File: src/rtl/serial_arith_pkg.sv
// serial_arith_pkg: shared FSM states, carry seed and counter sizing for serial arithmetic
package serial_arith_pkg;
  typedef enum logic [1:0] {IDLE, SHIFT, DONE} state_e;
  localparam logic CARRY_INIT_SUB = 1'b1;
  function automatic int clog2(input int v);
    int r;
    r = 0;
    for (int i = 0; i < 32; i++) if ((1 << r) < v) r++;
    return r;
  endfunction
endpackage

File: src/rtl/serial_subtractor_if.sv
// serial_subtractor_if: start/done operand bus; ovf exists only with SERIAL_SUBTRACTOR_OVF_EN
interface serial_subtractor_if #(parameter int WIDTH = 8) ();
  logic start;
  logic [WIDTH-1:0] a;
  logic [WIDTH-1:0] b;
  logic busy;
  logic done;
  logic [WIDTH-1:0] diff;
  logic borrow;
`ifdef SERIAL_SUBTRACTOR_OVF_EN
  logic ovf;
`endif
  modport master(output start, a, b, input busy, done, diff, borrow
`ifdef SERIAL_SUBTRACTOR_OVF_EN
    , ovf
`endif
  );
  modport slave(input start, a, b, output busy, done, diff, borrow
`ifdef SERIAL_SUBTRACTOR_OVF_EN
    , ovf
`endif
  );
endinterface

File: src/rtl/full_adder.sv
// full_adder: one-bit combinational full adder cell
module full_adder (
  input  logic a_i,
  input  logic b_i,
  input  logic c_i,
  output logic s_o,
  output logic c_o
);
  assign s_o = a_i ^ b_i ^ c_i;
  assign c_o = (a_i & b_i) | (c_i & (a_i ^ b_i));
endmodule

File: src/rtl/serial_subtractor.sv
// serial_subtractor: bit-serial LSB-first a-b; SERIAL_SUBTRACTOR_OVF_EN adds signed overflow flag
module serial_subtractor
  import serial_arith_pkg::*;
#(
  parameter int WIDTH = 8
) (
  input logic clk,
  input logic rst,
  serial_subtractor_if.slave bus
);
  localparam int CW = clog2(WIDTH);
  state_e state_q, state_d;
  logic [WIDTH-1:0] sa_q, sa_d, sb_q, sb_d, r_q, r_d, diff_q, diff_d;
  logic [CW-1:0] cnt_q, cnt_d;
  logic c_q, c_d, borrow_q, borrow_d;
  logic s, c_nx, shift, load, last;
  full_adder u_fa (.a_i(sa_q[0]), .b_i(~sb_q[0]), .c_i(c_q), .s_o(s), .c_o(c_nx));
  // next state: load operands when idle or finishing, otherwise shift one bit per clock
  always_comb begin
    shift    = state_q == SHIFT;
    load     = bus.start && !shift;
    last     = shift && cnt_q == CW'(WIDTH - 1);
    state_d  = load ? SHIFT : last ? DONE : shift ? SHIFT : IDLE;
    sa_d     = load ? bus.a : shift ? sa_q >> 1 : sa_q;
    sb_d     = load ? bus.b : shift ? sb_q >> 1 : sb_q;
    c_d      = load ? CARRY_INIT_SUB : shift ? c_nx : c_q;
    cnt_d    = load ? '0 : shift ? cnt_q + 1'b1 : cnt_q;
    r_d      = shift ? {s, r_q[WIDTH-1:1]} : r_q;
    diff_d   = last ? r_d : diff_q;
    borrow_d = last ? ~c_nx : borrow_q;
  end
  // state and datapath registers
  always_ff @(posedge clk) begin
    if (rst) begin
      state_q  <= IDLE;
      sa_q     <= '0;
      sb_q     <= '0;
      r_q      <= '0;
      c_q      <= CARRY_INIT_SUB;
      cnt_q    <= '0;
      diff_q   <= '0;
      borrow_q <= 1'b0;
    end else begin
      state_q  <= state_d;
      sa_q     <= sa_d;
      sb_q     <= sb_d;
      r_q      <= r_d;
      c_q      <= c_d;
      cnt_q    <= cnt_d;
      diff_q   <= diff_d;
      borrow_q <= borrow_d;
    end
  end
  assign bus.busy   = shift;
  assign bus.done   = state_q == DONE;
  assign bus.diff   = diff_q;
  assign bus.borrow = borrow_q;
`ifdef SERIAL_SUBTRACTOR_OVF_EN
  logic ovf_q;
  // carry into the MSB is the carry register during the last shift
  always_ff @(posedge clk) begin
    if (rst) ovf_q <= 1'b0;
    else if (last) ovf_q <= c_q ^ c_nx;
  end
  assign bus.ovf = ovf_q;
`endif
endmodule

File: src/flat_wrapper.sv
// flat-port wrapper written by rule: the top's interface ports become plain ports
module serial_subtractor_flat import serial_arith_pkg::*;
#(
  parameter int WIDTH = 8
)
  (clk, rst, bus_start, bus_a, bus_b, bus_busy, bus_done, bus_diff, bus_borrow);
  serial_subtractor_if #(.WIDTH(WIDTH)) bus_i ();
  input logic clk;
  input logic rst;
  input wire logic [$bits(bus_i.start)-1:0] bus_start;
  input wire logic [$bits(bus_i.a)-1:0] bus_a;
  input wire logic [$bits(bus_i.b)-1:0] bus_b;
  output wire logic [$bits(bus_i.busy)-1:0] bus_busy;
  output wire logic [$bits(bus_i.done)-1:0] bus_done;
  output wire logic [$bits(bus_i.diff)-1:0] bus_diff;
  output wire logic [$bits(bus_i.borrow)-1:0] bus_borrow;
  assign bus_i.start = bus_start;
  assign bus_i.a = bus_a;
  assign bus_i.b = bus_b;
  assign bus_busy = bus_i.busy;
  assign bus_done = bus_i.done;
  assign bus_diff = bus_i.diff;
  assign bus_borrow = bus_i.borrow;
  serial_subtractor #(.WIDTH(WIDTH)) u_core (.clk(clk), .rst(rst), .bus(bus_i));
endmodule
File: config.mk
export PLATFORM = sky130hd
export DESIGN_NAME = serial_subtractor_flat
export DESIGN_NICKNAME = d
export VERILOG_FILES = /design/src/rtl/serial_arith_pkg.sv /design/src/rtl/serial_subtractor_if.sv /design/src/rtl/full_adder.sv /design/src/rtl/serial_subtractor.sv /design/src/flat_wrapper.sv
export SDC_FILE = /design/constraint.sdc
export NUM_CORES = 1
export LEC_CHECK = 0
export CORE_MARGIN = 1.5
export CORE_UTILIZATION = 51
export CTS_CLUSTER_SIZE = 30
export DETAILED_ROUTE_END_ITERATION = 6
export PLACE_DENSITY_LB_ADDON = 0.12
export SYNTH_ARGS = -nofsm -noshare
export SYNTH_HDL_FRONTEND = slang
export SYNTH_SLANG_ARGS = --single-unit
File: constraint.sdc
create_clock -name clk -period 1.5 [get_ports clk]
set_input_delay 0.3 -clock clk [delete_from_list [all_inputs] [get_ports clk]]
set_output_delay 0.3 -clock clk [all_outputs]
set_load 0.005 [all_outputs]
== Yosys cells after proc, flatten, opt, wreduce, memory -nomap -nowiden ==
Index checks and enable logic that the tools add are counted.
Storage, ports and cells
  word-level logic and storage cells: 33
  register bits: 39
  input bits: 19
  output and inout port bits: 11
Cells by class
  bitwise logic cells: 7
  muxes and demuxes: 8
  add/subtract/negate cells: 1
  equal/unequal tests: 3
  reduce and logical (&&, ||, !) cells: 5
Operator list (number)
  8-bit two-way mux: 5
  3-bit by 1-bit adder with 3-bit output (second input constant): 1
  3-bit == test (second input constant): 1
  1-bit bitwise AND: 2
  2-bit by 1-bit == test with 1-bit output (second input constant): 1
  2-bit == test (second input constant): 1
  1-bit logical AND: 2
  1-bit two-way mux: 2
  2-bit two-way mux: 1
  1-bit inverter: 2
  2-bit nonzero test: 1
  2-bit OR reduction: 1
  1-bit XOR: 2
  1-bit logical NOT: 1
  1-bit bitwise OR: 1

== Logic depth before layout (Yosys ltp) ==
  depth after elaboration: 5
  depth in mapped cells: 6
  depth with buffers taken out: 5

== Modules after synthesis ==
A second synthesis with hierarchy kept.
Second synthesis, totals
  cell total of the unflattened synthesis: 148
  area total of the unflattened synthesis: 1506.4 sq um
Modules (own cells, without submodules)
  serial_subtractor: instances 1, area an instance 1486.4 sq um, cells an instance 147, sequential area each 760.7 sq um
  full_adder: instances 1, area an instance 20.0 sq um, cells an instance 1, sequential area each 0.0 sq um

== Worst setup path before layout ==
OpenSTA, ideal clock, no wires.
  path type: reg-to-reg
  start point: register u_core.cnt_q[0]
  end point: register u_core.diff_q[7] (netlist: u_core.bus.diff[7])
  data arrival time: 1.083 ns
  setup slack: 0.282 ns
  setup time: 0.135 ns
  data required time: 1.365 ns
  path buffers: 1
  period minus slack after synthesis: 1.218 ns
  stages on the path, launching flop included: 7
  cells stage by stage: dfxtp_1 ha_1 ha_1 and3b_1 buf_2 nand2_1 a21oi_1
Between the ends
  cells in the longest elaborated chain, start to end: 2
RTL lines
  start: declaration: RTL line serial_subtractor.sv:14  | logic [CW-1:0] cnt_q, cnt_d;
  start signal: assignment: RTL line serial_subtractor.sv:49  | cnt_q <= cnt_d;
  3-bit == test: RTL line serial_subtractor.sv:22  | last = shift && cnt_q == CW'(WIDTH - 1);
  1-bit logical AND: RTL line serial_subtractor.sv:22
  end signal: assignment: RTL line serial_subtractor.sv:50  | diff_q <= diff_d;
  end: declaration: RTL line serial_subtractor.sv:13  | logic [WIDTH-1:0] sa_q, sa_d, sb_q, sb_d, r_q, r_d, diff_q, diff_d;
Every way passes these cells.
A chain may end at the register's enable or synchronous reset.

== Worst setup path in the final report ==
  start point: register u_core.state_q[1]
  end point: output bus_busy
Between the ends
  cells in the longest elaborated chain, start to end: 1
RTL lines
  start: declaration: RTL line serial_subtractor.sv:12  | state_e state_q, state_d;
  start signal: assignment: RTL line serial_subtractor.sv:44  | state_q <= state_d;
  2-bit by 1-bit == test with 1-bit output: RTL line serial_subtractor.sv:20  | shift = state_q == SHIFT;
  end: declaration: RTL line flat_wrapper.sv:13  | output wire logic [$bits(bus_i.busy)-1:0] bus_busy;
Every way passes these cells.

==> flow_summary.ini <==
[clocking]
clock-sinks = 38
clk_latency_ps = 340
clkTransAtPathRegs_ps = 110
clockBufferDepth = 2
cts_tree = done
cts_root_buf = clkbuf_4
htree_num_levels = 2
cts_hold_buffers = 0
numCtsBuffers = 5

[grt]
track_usage_pct = 19.3
grt_max_degree = 40
grt_overflow = 0
grt_pass1_vias = 1238
grt_antenna_before_repair = 0
grt_pass1_wl_um = 5220

[place]
dp.cells = 233
dp_slack_ps = -13.3
port-buffer-count = 29
dp_hpwl_um = 2090
gp_congestion = 0.723

[logic_synthesis]
synth.area.top_cells = dfxtp_1, a211oi_2, mux2i_1
synth.top_cell.area_share_pct = 44.2
synth_fp_nets = 192
synth_ff_type = dfxtp_1
synth_common_cells = dfxtp_1, nand2_1, mux2i_1, a211oi_2, a21oi_1
syn_inst = 170
seq_area_frac_synth_pct = 44.2
synth-edff-count = 0
synth_top_cell_by_area = dfxtp_1
avgSynthCellArea_um2 = 10.1
synth-seq-cells = 38
async_flop_share_pct = 0
ys_types = 26
yosysMostFrequentCell = dfxtp_1
ys_warn_count = 0
netlist_area_um2 = 1720

[critical_path]
crit_fanout = 2
crit_arrival_ps = 1110
crit_path_start = u_core.state_q[1]
start_kind = flop
r2r_end = u_core.bus.diff[4]
crit_path_end_kind = primary output
required_ps = 1200
ff2ff_path_depth = 5
r2r_slack_ps = 150
critPathKind = reg -> out
r2r_start = u_core.cnt_q[0]

[timing]
fin_ws_ps = 85.4
fmax_mhz = 707
fin_hold_ws_ps = 367
fin_crit_ps = 1410
worst_slew_pin_slew_ps = 361
rsz0062_at_grt = false
finalHoldViolCount = 0
slew_headroom_pct = 75.9
fin_crit_sh_pct = 94.3
fin_skew_ps = 9.38
finalSetupViolCount = 0
slew_violations = 0

[power]
power_leakage_nw = 0.943
p_total_mw = 2.03
ir_worst_vdd_uv = 720
powerDensity_nw_per_um2 = 939

[hold_path]
holdPathEnd = u_core.r_q[7]
min_from = rst
min_path_type = in -> reg
holdPathStages = 3

[route]
routed_via_density = 5.15
dr.pass1.iters = 4
drc = 0
drtAntennaViolNets = 0
wire_per_inst_um = 12.9
wirelength_um = 3180
num_vias = 1271
drtIter0Drc = 28

[final_layout]
fin_cells = 247
fillers = 259
layout-drive-gt1-share_pct = 35.0
nets = 224
antenna_cells = 0
area_growth_pct = 25.5

[floorplan]
die_h_um = 61.1
core-area_um2 = 3130
die_area_um2 = 3730
dieWidth_um = 61.1
start_util_pct = 55.0
pin_count = 30
rows = 20

[run_status]
outcome = complete, no violations

[job]
drv_cap = 0
-- placed cells by master, fill, tap and decap left out, drive strengths merged, types with 2 or more instances in the layout --
master / n
dfxtp: 38
nand2: 33
a21oi: 19
clkdlybuf4s50: 17
nor2: 17
mux2i: 16
a211oi: 14
buf: 12
dlymetal6s2s: 7
clkbuf: 7
nand3b: 4
dlygate4sd2: 3
nand2b: 3
nor3: 3
ha: 2
inv: 2
-- per-layer routing --
layer / track usage (%) / vias up / part of all wire (%)
met5: 0 / - / 0
met4: 8.39 / 0 / 1.1
met3: 4.41 / 3 / 3.0
met2: 33.3 / 16 / 52
met1: 22.9 / 615 / 44
li1: - / 637 / -
-- layout make-up --
type,count,area (µm²),share of cell area (%)
multi-input cells,116,841,39.0
flip-flops and latches,38,777,36.0
repair buffers,39,398,18.4
well taps,44,55.1,2.55
clock buffers,7,45.0,2.09
clock inverters,1,30.0,1.39
inverters,2,12.5,0.580
-- sequential cells by signal (all words and copies together) (netlist names) --
register,flops
u_core.bus.diff,8
u_core.sa_q,8
u_core.sb_q,8
u_core.r_q,7
u_core.cnt_q,3
u_core.state_q,2
u_core.bus.borrow,1
u_core.c_q,1
-- critical path, stage by stage (launching register included) --
cell and delay (ps):
dfxtp_2 330, buf_4 130, nand2b_4 160, inv_6 60, buf_2 100
-- power by group --
part / switching [mW] / internal [mW] / leakage, nW / total, mW
Sequential: 0.0313 / 1.05 / 0.316 / 1.08
Combinational: 0.135 / 0.134 / 0.587 / 0.269
Clock: 0.321 / 0.354 / 0.0395 / 0.675
-- worst max path at each step --
| stage | endpoint | slack (ps) | depth (start not counted) |
|---|---|---|---|
| after CTS | bus_diff[4] | 2 | 1 |
| after detailed placement | u_core.sa_q[5] | -10 | 4 |
| after global routing | u_core.bus.diff[3] | 10 | 5 |
| after floorplan | u_core.bus.diff[7] | 280 | 6 |
| final | bus_busy | 90 | 4 |
| after global placement | u_core.sa_q[2] | 40 | 4 |
-- per-stage QoR --
| stage | utilization [%] | instance area (µm²) | setup TNS (ps) |
|---|---|---|---|
| after detailed placement | 64.1 | 2000 | -14.8 |
| after CTS | 67.6 | 2110 | 0 |
| after global placement | 64.1 | 2000 | 0 |
| final | 69.0 | 2160 | 0 |
| after global routing | 69.0 | 2160 | 0 |
| after floorplan | - | 1720 | 0 |
-- cells by family (layout without fill, tap and decap cells) --
group / after synthesis / in the layout / share of synthesized area, %
muxes: 16 / 16 / 9.31
AOI/OAI and AO/OA: 35 / 35 / 18.0
and+or+nand+nor: 62 / 62 / 18.5
adders and majority gates: 3 / 3 / 2.62
buffers and inverters: 16 / 49 / 7.35
DFF: 38 / 38 / 44.2
-- what timing repair did --
action | CTS | global route
setup buffers | 3 | 3
resized for setup | 20 | 8
endpoints found under the setup margin | 11 | 20
pin swaps | 0 | 1
Power figures use the tool's default switching activity.
